### config.mk
export PLATFORM = sky130hd
export DESIGN_NAME = song_sequencer
export DESIGN_NICKNAME = d
export VERILOG_FILES = /design/src/rtl/song_sequencer.sv
export SDC_FILE = /design/constraint.sdc
export NUM_CORES = 1
export LEC_CHECK = 0
export CAP_MARGIN = 5
export CORE_MARGIN = 2
export CORE_UTILIZATION = 30
export CTS_CLUSTER_DIAMETER = 150
export CTS_CLUSTER_SIZE = 14
export DETAILED_ROUTE_END_ITERATION = 6
export PLACE_DENSITY_LB_ADDON = 0.1
export SETUP_SLACK_MARGIN = 0.02
export SYNTH_ARGS = -nofsm -noshare
export SYNTH_HDL_FRONTEND = slang
export SYNTH_SLANG_ARGS = --single-unit
### constraint.sdc
create_clock -name clock -period 2.3 [get_ports clock]
set_input_delay 0.46 -clock clock [delete_from_list [all_inputs] [get_ports clock]]
set_output_delay 0.46 -clock clock [all_outputs]
set_load 0.02 [all_outputs]
### src/rtl/song_sequencer.sv
`default_nettype none
// ============================================================================
// Module      : song_sequencer
// Description : Hardware song playback controller. The CPU programs a start
//               address and a note count over MMIO. The block then fetches
//               note words from data RAM through a request/grant port and
//               drives the PWM serializer duty cycle for each note duration.
//               Optional feature macro: SONG_SEQ_LOOP_EN (CTRL bit2 LOOP).
// Revision    : 1.0 - initial release
// ============================================================================
module song_sequencer #(
    parameter int ADDR_W   = 12,
    parameter int DUTY_W   = 10,
    parameter int TICK_DIV = 50000
) (
    input  logic              clock,
    input  logic              reset,
    input  logic              cfg_we,
    input  logic [1:0]        cfg_addr,
    input  logic [31:0]       cfg_wdata,
    output logic              mem_req,
    output logic [ADDR_W-1:0] mem_addr,
    input  logic              mem_gnt,
    input  logic [31:0]       mem_rdata,
    output logic [DUTY_W-1:0] duty_cycle,
    output logic              audio_enable,
    output logic              busy,
    output logic              done,
    output logic [ADDR_W-1:0] note_index
);

    // Register map and field geometry
    localparam logic [1:0] c_reg_start_addr = 2'd0;
    localparam logic [1:0] c_reg_length     = 2'd1;
    localparam logic [1:0] c_reg_ctrl       = 2'd2;
    localparam int         c_dur_w          = 16;
    // A divider of 1 still needs a one-bit prescaler that always wraps
    localparam int                   c_presc_w   = (TICK_DIV > 1) ? $clog2(TICK_DIV) : 1;
    localparam logic [c_presc_w-1:0] c_presc_max = c_presc_w'(TICK_DIV - 1);

    typedef enum logic [1:0] {
        ST_IDLE  = 2'd0,
        ST_FETCH = 2'd1,
        ST_WAIT  = 2'd2,
        ST_PLAY  = 2'd3
    } state_t;

    // Programming registers (shadow copies, only sampled on START)
    logic [ADDR_W-1:0]    r_start_cfg;
    logic [ADDR_W-1:0]    r_length_cfg;

    // Working state
    state_t               r_state;
    logic [ADDR_W-1:0]    r_start;
    logic [ADDR_W-1:0]    r_length;
    logic [ADDR_W-1:0]    r_note_index;
    logic [c_dur_w-1:0]   r_dur;
    logic [c_presc_w-1:0] r_presc;

    // Registered outputs
    logic                 r_mem_req;
    logic [ADDR_W-1:0]    r_mem_addr;
    logic [DUTY_W-1:0]    r_duty;
    logic                 r_audio_en;
    logic                 r_busy;
    logic                 r_done;

    // Decoded control and datapath helpers
    logic                 w_ctrl_wr;
    logic                 w_start_cmd;
    logic                 w_stop_cmd;
    logic                 w_loop;
    logic [DUTY_W-1:0]    w_note_duty;
    logic [c_dur_w-1:0]   w_note_dur;
    logic                 w_tick;
    logic                 w_note_over;
    logic                 w_last_note;
    logic                 w_song_end;
    logic [ADDR_W-1:0]    w_next_addr;
    logic                 w_unused;

    assign w_ctrl_wr   = cfg_we && (cfg_addr == c_reg_ctrl);
    assign w_start_cmd = w_ctrl_wr && cfg_wdata[0];
    assign w_stop_cmd  = w_ctrl_wr && cfg_wdata[1];

    // Note word: [9:0] duty, [25:10] duration in ticks, [31:26] ignored
    assign w_note_duty = DUTY_W'(mem_rdata[9:0]);
    assign w_note_dur  = mem_rdata[25:10];

    assign w_tick      = (r_presc == c_presc_max);
    // Last tick of the current note: the duration counter is about to hit 0
    assign w_note_over = (r_state == ST_PLAY) && w_tick && (r_dur == c_dur_w'(1));
    assign w_last_note = (r_note_index == (r_length - ADDR_W'(1)));
    // Song ends on a terminator word or after the final note of LENGTH
    assign w_song_end  = ((r_state == ST_WAIT) && (w_note_dur == '0)) ||
                         (w_note_over && w_last_note);
    // Natural ADDR_W-bit overflow gives the modulo-2^ADDR_W address wrap
    assign w_next_addr = r_start + r_note_index + ADDR_W'(1);

    // Upper data bits and the note word's ignored field are intentionally unused
    assign w_unused = ^{cfg_wdata, mem_rdata};

    // Capture START_ADDR and LENGTH writes for the next START
    always_ff @(posedge clock) begin
        if (reset) begin
            r_start_cfg  <= '0;
            r_length_cfg <= '0;
        end else if (cfg_we) begin
            if (cfg_addr == c_reg_start_addr) begin
                r_start_cfg <= cfg_wdata[ADDR_W-1:0];
            end
            if (cfg_addr == c_reg_length) begin
                r_length_cfg <= cfg_wdata[ADDR_W-1:0];
            end
        end
    end

`ifdef SONG_SEQ_LOOP_EN
    logic r_loop;

    // LOOP is sticky: it follows CTRL bit2 on every CTRL write
    always_ff @(posedge clock) begin
        if (reset) begin
            r_loop <= 1'b0;
        end else if (w_ctrl_wr) begin
            r_loop <= cfg_wdata[2];
        end
    end

    assign w_loop = r_loop;
`else
    assign w_loop = 1'b0;
`endif

    // Playback FSM: STOP beats START, START restarts from any state
    always_ff @(posedge clock) begin
        if (reset) begin
            r_state      <= ST_IDLE;
            r_start      <= '0;
            r_length     <= '0;
            r_note_index <= '0;
            r_dur        <= '0;
            r_presc      <= '0;
            r_mem_req    <= 1'b0;
            r_mem_addr   <= '0;
            r_duty       <= '0;
            r_audio_en   <= 1'b0;
            r_busy       <= 1'b0;
            r_done       <= 1'b0;
        end else begin
            r_done <= 1'b0;
            if (w_stop_cmd) begin
                // Abort: any read data still in flight is simply never latched
                r_state    <= ST_IDLE;
                r_mem_req  <= 1'b0;
                r_duty     <= '0;
                r_audio_en <= 1'b0;
                r_busy     <= 1'b0;
            end else if (w_start_cmd) begin
                if (r_length_cfg == '0) begin
                    // Empty song: report completion without touching playback
                    r_done <= 1'b1;
                end else begin
                    r_state      <= ST_FETCH;
                    r_start      <= r_start_cfg;
                    r_length     <= r_length_cfg;
                    r_note_index <= '0;
                    r_mem_req    <= 1'b1;
                    r_mem_addr   <= r_start_cfg;
                    r_audio_en   <= 1'b0;
                    r_busy       <= 1'b1;
                end
            end else if (w_song_end) begin
                r_audio_en <= 1'b0;
                if (w_loop) begin
                    r_state      <= ST_FETCH;
                    r_note_index <= '0;
                    r_mem_req    <= 1'b1;
                    r_mem_addr   <= r_start;
                end else begin
                    r_state <= ST_IDLE;
                    r_done  <= 1'b1;
                    r_duty  <= '0;
                    r_busy  <= 1'b0;
                end
            end else begin
                case (r_state)
                    ST_FETCH: begin
                        // Address is held until the arbiter grants the read
                        if (mem_gnt) begin
                            r_state   <= ST_WAIT;
                            r_mem_req <= 1'b0;
                        end
                    end
                    ST_WAIT: begin
                        // Non-terminator note: the terminator case is w_song_end
                        r_duty     <= w_note_duty;
                        r_dur      <= w_note_dur;
                        r_presc    <= '0;
                        r_audio_en <= (w_note_duty != '0);
                        r_state    <= ST_PLAY;
                    end
                    ST_PLAY: begin
                        r_presc <= w_tick ? '0 : (r_presc + c_presc_w'(1));
                        if (w_tick) begin
                            r_dur <= r_dur - c_dur_w'(1);
                        end
                        if (w_note_over) begin
                            r_audio_en   <= 1'b0;
                            r_note_index <= r_note_index + ADDR_W'(1);
                            r_mem_addr   <= w_next_addr;
                            r_mem_req    <= 1'b1;
                            r_state      <= ST_FETCH;
                        end
                    end
                    default: begin
                    end
                endcase
            end
        end
    end

    assign mem_req      = r_mem_req;
    assign mem_addr     = r_mem_addr;
    assign duty_cycle   = r_duty;
    assign audio_enable = r_audio_en;
    assign busy         = r_busy;
    assign done         = r_done;
    assign note_index   = r_note_index;

endmodule
`default_nettype wire

==> results of run 1 <==
[per-stage QoR]
| stage | utilization | setup slack (ns) | TNS [ns] |
|---|---|---|---|
| after floorplan | - | -0.0887 | -0.829 |
| after global placement | 0.409 | -0.641 | -35.69 |
| after detailed placement | 0.409 | -0.748 | -36.23 |
| after CTS | 0.465 | -0.341 | -6.27 |
| after global routing | 0.498 | -0.272 | -17.53 |
| final | 0.498 | -0.195 | -4.49 |
[cells in the final DEF (no fill, tap or decap), types with 15 or more instances in the layout]
cell type and instances:
sky130_fd_sc_hd__nand2_4 24, sky130_fd_sc_hd__buf_6 16, sky130_fd_sc_hd__o21ai_0 20, sky130_fd_sc_hd__buf_4 126, sky130_fd_sc_hd__dfxtp_1 104, sky130_fd_sc_hd__nand3_1 19
sky130_fd_sc_hd__a21oi_2 42, sky130_fd_sc_hd__nand2_1 76, sky130_fd_sc_hd__nor2_1 70, sky130_fd_sc_hd__mux2i_1 30, sky130_fd_sc_hd__clkdlybuf4s50_1 80, sky130_fd_sc_hd__nand4_1 15
sky130_fd_sc_hd__a21oi_1 23, sky130_fd_sc_hd__clkbuf_16 20
[synth_stat cells (3+ instances only)]
cell type and number:
sky130_fd_sc_hd__a211o_1 5, sky130_fd_sc_hd__a211oi_1 12, sky130_fd_sc_hd__a21o_1 4, sky130_fd_sc_hd__a21oi_1 66, sky130_fd_sc_hd__a22o_1 12, sky130_fd_sc_hd__a31oi_1 3
sky130_fd_sc_hd__and2_1 6, sky130_fd_sc_hd__and3_1 10, sky130_fd_sc_hd__buf_2 7, sky130_fd_sc_hd__clkbuf_1 26, sky130_fd_sc_hd__dfxtp_1 120, sky130_fd_sc_hd__ha_1 16
sky130_fd_sc_hd__inv_1 13, sky130_fd_sc_hd__mux2i_1 31, sky130_fd_sc_hd__nand2_1 111, sky130_fd_sc_hd__nand2b_1 7, sky130_fd_sc_hd__nand3_1 19, sky130_fd_sc_hd__nand3b_1 4
sky130_fd_sc_hd__nand4_1 15, sky130_fd_sc_hd__nand4b_1 3, sky130_fd_sc_hd__nor2_1 84, sky130_fd_sc_hd__nor2b_1 5, sky130_fd_sc_hd__nor3_1 25, sky130_fd_sc_hd__nor4_1 15
sky130_fd_sc_hd__o211ai_1 5, sky130_fd_sc_hd__o21ai_0 35, sky130_fd_sc_hd__o22ai_1 5, sky130_fd_sc_hd__o31ai_1 5, sky130_fd_sc_hd__o32ai_1 3, sky130_fd_sc_hd__or3_1 9
sky130_fd_sc_hd__or4_1 5, sky130_fd_sc_hd__xnor2_1 17, sky130_fd_sc_hd__xor2_1 14
[power by group through the flow]
stage                     clock [uW]  combinational, uW  sequential [uW]
after floorplan                    0                152             2170
after global placement             0                358             2170
after detailed placement           0                362             2170
after CTS                       2780                379             2120
after global routing            2890                459             2120
final                           2740                427             2120
[flip-flops by register name, summed over array words and instances, names as in the netlist]
name and flops:
done 1, r_start 12, r_length 12, duty_cycle 10, r_start_cfg 12, r_dur 16, busy 1, note_index 12
mem_addr 12, mem_req 1, audio_enable 1, r_state 2, r_presc 16, r_length_cfg 12
[kinds of logic after synthesis]
group / Yosys count
simple gates: 337
compound gates: 176
fa+ha+maj: 17
buf+inv: 52
xor+xnor: 32
flops: 120
mux: 31
[worst max-delay path, cell delays in order, from the launching register on]
cell                       delay (ns)
sky130_fd_sc_hd__dfxtp_2         0.33
sky130_fd_sc_hd__ha_4            0.23
sky130_fd_sc_hd__nor2b_4         0.12
sky130_fd_sc_hd__o31a_1          0.27
sky130_fd_sc_hd__o41ai_2         0.31
sky130_fd_sc_hd__buf_4           0.20
sky130_fd_sc_hd__o311ai_4        0.08
sky130_fd_sc_hd__o41a_1          0.34
sky130_fd_sc_hd__xnor2_1         0.13
sky130_fd_sc_hd__a211o_1         0.28
sky130_fd_sc_hd__a21oi_2         0.13
[layer usage]
layer,vias to the layer above,GRT usage,share of wire,wire length [um]
met1,3172,0.268,0.49,10500
li1,3183,-,-,-
met2,139,0.301,0.45,9770
met5,-,0,0,0
met4,0,0.0629,0.012,267
met3,23,0.0362,0.045,977
[final cells by class]
| cell class | instances | area [sq um] | area share |
|---|---|---|---|
| inverters | 13 | 51.3 | 0.00506 |
| clock inverters | 8 | 120 | 0.0118 |
| flip-flops and latches | 120 | 2430 | 0.240 |
| multi-input cells | 594 | 4600 | 0.454 |
| well taps | 270 | 338 | 0.0333 |
| repair buffers | 232 | 2120 | 0.209 |
| clock buffers | 23 | 478 | 0.0471 |
[worst paths after layout]
path                      from      endpoint  slack, ns
hold reg to reg   mem_addr[10]  mem_addr[10]       0.45
setup / recovery    r_start[1]  mem_addr[11]      -0.19
hold / removal    mem_addr[10]  mem_addr[10]       0.45
setup reg to reg    r_start[1]  mem_addr[11]      -0.19
[what timing repair did]
item                                    CTS  global route
setup buffers                            17             8
resized for setup                       104           140
endpoints found under the setup margin   94            96
cloned                                    3             4
pin swaps                                75            81
==> results.md, run 1 <==
Outcome:
- The run finished, with violations left.
- The checks that failed: negative setup slack.

Global routing:
- The first global-routing pass estimated 33700 um of wire.
- The largest net degree at the start of global routing is 94.
- The number of antenna violations at the first check in global routing is 0.
- The sum of overflow across all layers after global routing is 0.
- The via count of the first global-routing pass is 6464.
- Across every metal layer, demand over resource in global routing totals 0.192.

Timing:
- Setup violations remaining at the end of the flow were counted as 79.
- The worst slew margin relative to its limit is 0.495.
- Static timing analysis puts the maximum clock frequency at 401 MHz.
- The final hold slack is 0.452 ns.
- The final critical-path share of the clock period is 1.08.
- After layout, the minimum clock period comes to 2.49 ns.
- The actual slew at the worst max-slew pin is 0.756 ns.
- The number of max-slew violations in the final report was 0.
- The post-route clock skew is 0.0120 ns.
- Setup repair after global routing could not meet its margin everywhere.
- The final hold violation count is 0.
- The post-route worst setup slack is -0.195 ns.

Placed design:
- The congestion estimate from routability-driven global placement came to 0.853.
- The detailed placement HPWL is 14400 um.
- The number of placed instances, taps included, is 1201.
- After detailed placement, the total cell area comes to 0.00832 sq mm.
- The number of buffer cells added on primary ports is 81.

Synth:
- The cell count after synthesis came out at 765.
- The number of distinct library cells after synthesis is 70.
- The mean instance size in the synthesized netlist is 8.18 sq um.
- After synthesis, the cell types taking the most area are sky130_fd_sc_hd__dfxtp_1 (38%), sky130_fd_sc_hd__nand2_1 (6.7%), sky130_fd_sc_hd__a21oi_1 (5.3%), sky130_fd_sc_hd__nor2_1 (5.0%), sky130_fd_sc_hd__mux2i_1 (5.0%).
- The largest family of logic cells by synthesized area is simple AND/OR/NAND/NOR gates.
- The complex-gate fraction of the synthesized area is 0.182.
- Yosys mapped a number of flops with a built-in enable equal to 0.
- Of the synthesized area, sequential elements account for 0.384.
- The number of synthesized register bits is 120.
- The netlist area before placement is 0.00626 sq mm.
- When the netlist entered floorplanning its net count stood at 852.
- Of the post-synthesis cell area, the dominant cell type holds 0.384.
- During synthesis, Yosys emitted a total of 0 warnings.
- The most used flip-flop cell after synthesis is sky130_fd_sc_hd__dfxtp_1.
- The fraction of registers with async set or reset after synthesis is 0.
- The fraction of the mapped netlist area in simple logic gates is 0.266.
- The largest area contributor in the synthesized netlist is sky130_fd_sc_hd__dfxtp_1.
- The fraction of synthesized area in multiplexers is 0.0496.
- Of the total synthesized cell area, the portion taken by full adders, half adders and majority gates is 0.0352.
- The parity-gate share of the synthesized area counting xor and xnor cells is 0.0470.

Drt:
- The count of unresolved DRC violations after routing is 0.
- After detailed routing, the average wire length per cell comes to 17.1 um.
- For this block, the initial DRC count from the detailed router was 527.
- The iteration count of the initial detailed-routing pass is 5.
- The detailed router placed 6517 vias in this run.
- Dividing the detail-routed via count by the number of cells gives 5.17.
- The aggregate routed wire length is 21500 um.
- Once detail routing completed, the nets flagged for antenna violations numbered 0.

Floorplanning:
- After floorplanning, the core was divided into 52 placement rows.
- The width of the chip is 148 um.
- The area of the die is 0.0220 sq mm.
- The initial core utilization is 0.307.
- During I/O placement, the number of pins put on the boundary was 108.
- The core region is 0.0204 sq mm.
- The floorplan die height is 148 um.

Critical path:
- Along the worst path, the maximum fanout reaches 2.
- The class of the most critical setup path is flip-flop to flip-flop.
- The data arrival time of the critical path is 2.85 ns.
- The worst setup path is launched from a flip-flop.
- The type of destination of the critical path is a flip-flop.
- The data required time at the worst endpoint is 2.65 ns.
- The number of cells on the worst reg-to-reg path is 10.

Worst hold path:
- The worst min-delay path class is flip-flop to flip-flop.
- The worst hold path was traced through 2 stages.

Cells and area:
- The repair_antennas step left the layout with diodes totalling 0.
- The number of nets in the layout is 1065.
- The count of placed standard cells in the final layout, fillers left out is 1260.
- Of the cells placed in the final design, the portion with a size suffix greater than 1 is 0.379.
- Relative to the synthesized area, the layout overhead comes to 62.1%.
- After routing the design area is 0.0101 sq mm.
- The filler cells instantiated in the layout total 1900.

Clock network:
- The TritonCTS buffer count is 17.
- The tree is rooted in a sky130_fd_sc_hd__clkbuf_16.
- The clock transition at the registers of the reported paths is 0.06 ns.
- The clock tree from TritonCTS is built.
- The worst-case clock buffer depth is 2.
- The clock latency on the worst-skew pair is 0.42 ns.
- The maximum level of the CTS H-tree is 4.
- Counting every sink on the clock net gives 120.
- The cts-stage hold buffer count is 0.

Power and ir drop:
- The switching part of the total is 0.227.
- The combinational share of power is 0.081.
- The sequential power share is 0.401.
- The final total power is 5290 uW.
- The peak supply drop is 0.371 mV.
- The total leakage power is 0.00393 uW.
- The part of the power in the clock network is 0.518.
- The power density normalized to cell area is 521 mW/mm^2.
- The internal portion of the total power is 4080 uW.
- In this run the power spent charging and discharging nets is 1200 uW.

Run:
- Max-cap violations in this run came to 0.
Note: power is estimated with default switching activity, not from simulation.
==> inputs of run 2 (changes only) <==
clock period = 2.32 ns   (was 2.3 ns; I/O delays follow)
==> run 2 against run 1 <==
Effect of this change:
- the flow still finishes with violations (negative setup slack)
- non-clock buffer count increased by 6
- clock skew about the same
- critical endpoint unchanged
- critical path type unchanged
- count of clock-buffer cells in the layout increased by 1
- highest routed layer unchanged
- core utilization decreased by 0.080 points
- largest power group unchanged
- global-route usage decreased by 0.40 points
- largest cell class unchanged
- worst setup slack improved by 0.030 ns
- sequential share of layout area about the same
- sequential power about the same
- register-to-register slack improved by 0.03 ns
==> results.md, run 2 (same netlist as run 1, synthesis figures left out) <==
Clock network:
- TritonCTS built the clock tree.
- The clock transition at the registers of the reported paths is 0.06 ns (about the same).
- The tree is rooted in a sky130_fd_sc_hd__clkbuf_16.
- The worst-case clock buffer depth is 2 (unchanged).
- The maximum level of the CTS H-tree was 4 (unchanged).
- The number of sinks handled by clock tree synthesis is 120 (unchanged).
- The clock latency on the worst-skew pair came to 0.41 ns (about the same).
- The TritonCTS buffer count is 17 (unchanged).

Placed design:
- The detailed placement HPWL came to 14400 um (+0.16%).
- The number of buffer cells added on primary ports is 81 (unchanged).
- The worst setup timing slack at the placement stage is -0.715 ns (+0.0335 ns).
- The instance area after placement is 0.00831 sq mm (-0.18%).
- The final weighted congestion of routability-driven global placement is 0.828 (-3.0%).

Power and ir drop:
- The final total power is 5210 uW (-1.4%).
- The total leakage power came to 0.00392 uW (-0.33%).
- The peak supply drop was 0.459 mV (+24%).
- The power density normalized to cell area is 515 mW/mm^2 (-1.2%).

Global routing:
- The overall global routing resource usage is 0.188 (-0.00399).
- The number of antenna violations at the first check in global routing is 0 (unchanged).
- The sum of overflow across all layers after global routing is 0 (unchanged).
- The largest net degree at the start of global routing is 94 (unchanged).
- The wire length of the first global-routing pass is 33200 um (-1.5%).
- The via count of the first global-routing pass is 6345 (-1.8%).

Critical path:
- The data required time at the worst endpoint was 2.60 ns (-0.05 ns).
- The data arrival time of the critical path was 2.76 ns (-0.09 ns).
- The type of destination of the critical path is a flip-flop.
- The number of cells on the worst reg-to-reg path is 12 (+2).
- The terminus of the critical flop-to-flop path is mem_addr[11].
- The worst setup path is of the flip-flop to flip-flop kind.
- The critical path launch point type is a flip-flop.
- The worst setup slack for register-to-register paths is -0.17 ns (+0.03 ns).
- The highest fanout seen on the critical path is 7 (+5).
- The startpoint identified for the worst register-to-register timing path is r_length[0].

Cells and area:
- The fraction of final layout cells sized beyond drive strength 1 is 0.372 (-0.00642).
- The largest registers in the layout are r_dur: 16 flops, r_presc: 16 flops.
- The number of nets in the layout is 1074 (+0.85%).
- The antenna diode count is 0 (unchanged).
- The final instance area was 0.0101 sq mm (-0.16%).
- Leaving out fill and tap cells, the most frequent cells in the layout are sky130_fd_sc_hd__buf_4 (129), sky130_fd_sc_hd__dfxtp_1 (105), sky130_fd_sc_hd__clkdlybuf4s50_1 (80), sky130_fd_sc_hd__nand2_1 (78), sky130_fd_sc_hd__nor2_1 (75).
- The area overhead of the layout relative to synthesis is 61.9%.
- The commonest non-fill, non-tap cell in the layout is sky130_fd_sc_hd__buf_4.

Timing:
- The minimum clock period after layout is 2.49 ns (-0.00975 ns).
- The post-route worst setup slack came to -0.165 ns (+0.0297 ns).
- The highest achievable clock rate is 402 MHz (+0.39%).
- The final setup violation count is 70 (-11%).
- The final critical-path share of the clock period is 1.07 (-0.0136).
- The worst slew margin relative to its limit was 0.510 (+0.0153).
- The final hold violation count came to 0 (unchanged).
- Setup repair after global routing could not meet its margin everywhere.
- The number of max-slew violations in the final report is 0 (unchanged).
- The actual slew at the worst max-slew pin was 0.733 ns (-0.0229 ns).
- The final hold slack came to 0.465 ns (+0.0131 ns).
- The post-route clock skew is 0.0115 ns (-0.000466 ns).

Floorplanning:
- The initial core utilization came to 0.307 (unchanged).
- The area of the die is 0.0220 sq mm (unchanged).
- The I/O pin count is 108 (unchanged).
- The width of the chip is 148 um (unchanged).
- The total number of placement rows is 52 (unchanged).
- The core outline area came to 0.0204 sq mm (unchanged).
- The floorplan die height is 148 um (unchanged).

Worst hold path:
- The worst hold path begins at mem_addr[1].
- The terminating pin of the worst hold path is mem_addr[1].
- The instance count along the most critical hold path is 2 (unchanged).
- The tightest min-delay check is of the flip-flop to flip-flop type.

Drt:
- The aggregate routed wire length was 21500 um (about the same).
- The post-detailed-route wirelength per cell was 17.0 um (-0.65%).
- The remaining antenna violation count was 0 (unchanged).
- The count of unresolved DRC violations after routing is 0 (unchanged).
- The count of vias placed by the detailed router is 6556 (+0.60%).
- The post-detailed-route via-to-cell ratio is 5.17 (-0.12%).
- The number of design-rule violations left by the first detailed-router iteration came to 444 (-16%).
- The iteration count of the initial detailed-routing pass was 5 (unchanged).

Outcome:
- The checks that failed: negative setup slack.
- The flow ran to the end, but the final reports show violations.

Run:
- The count of maximum capacitance violations is 0 (unchanged).
## run 2: cell types whose count changed in the layout (fill, tap and decap cells not counted), moves of 3 or more
cell	before	now
sky130_fd_sc_hd__buf_4	126	129
sky130_fd_sc_hd__a21oi_2	42	39
sky130_fd_sc_hd__buf_6	16	22
sky130_fd_sc_hd__o21ai_1	4	9
sky130_fd_sc_hd__o21ai_2	11	8
sky130_fd_sc_hd__nor2_4	8	3
sky130_fd_sc_hd__nand2_2	11	7
sky130_fd_sc_hd__clkbuf_8	3	6
sky130_fd_sc_hd__nor2_1	70	75
## run 2: metrics by stage
| step | cells | TNS (ns) | util |
|---|---|---|---|
| floorplan | 765 | -0.461 | - |
| global placement | 1203 | -29.89 | 0.408 |
| detailed placement | 1203 | -31.89 | 0.408 |
| CTS | 1251 | -3.72 | 0.460 |
| global route | 1269 | -14.17 | 0.497 |
| finish | 1269 | -4.13 | 0.497 |
## run 2: metal layers
metal / wire (um) / GRT usage
met5: 0 / 0
met4: 230 / 0.0410
met3: 1080 / 0.0423
met2: 9700 / 0.288
met1: 10500 / 0.271
## run 2: area by class of cell
class	count	area, sq um
sequential	120	2430
inverter	13	51.3
fill	1906	10200
timing repair buffer	238	2150
clock buffer	24	512
multi-input combinational	597	4550
clock inverter	7	91.3
tap	270	338
## run 2: critical path: stages, from the launching register on
cell                        delay (ns)
sky130_fd_sc_hd__dfxtp_2          0.32
sky130_fd_sc_hd__buf_4            0.15
sky130_fd_sc_hd__nor3_1           0.25
sky130_fd_sc_hd__xnor2_1          0.16
sky130_fd_sc_hd__nand3_1          0.14
sky130_fd_sc_hd__a2111oi_4        0.37
sky130_fd_sc_hd__buf_4            0.18
sky130_fd_sc_hd__a31oi_4          0.12
sky130_fd_sc_hd__nor2_4           0.24
sky130_fd_sc_hd__buf_6            0.17
sky130_fd_sc_hd__buf_4            0.11
sky130_fd_sc_hd__a211o_1          0.10
sky130_fd_sc_hd__a21oi_2          0.05
## run 2: report_power, final
part           internal (uW)  switching, uW  total (uW)
sequential              2080           20.0        2100
clock                   1740            944        2690
combinational            203            220         423
total                   4030           1180        5210
## run 2: worst max path at each step
stage | from | end | slack (ns) | cells past startpoint
2_1_floorplan | r_presc[7] | note_index[7] | -0.07 | 8
3_3_place_gp | cfg_addr[0] | duty_cycle[0] | -0.58 | 8
3_5_place_dp | cfg_addr[0] | duty_cycle[9] | -0.71 | 8
4_1_cts | r_dur[10] | note_index[5] | -0.14 | 9
5_1_grt | note_index[3] | mem_addr[11] | -0.29 | 12
6_report | r_length[0] | mem_addr[11] | -0.17 | 12
## run 2: timing repair
item,4_1_cts,5_1_grt
gates cloned,4,5
hold buffers,0,0
pin swaps,45,109
gates resized for setup,84,152
endpoints found under the setup margin,94,96
setup buffers,14,15
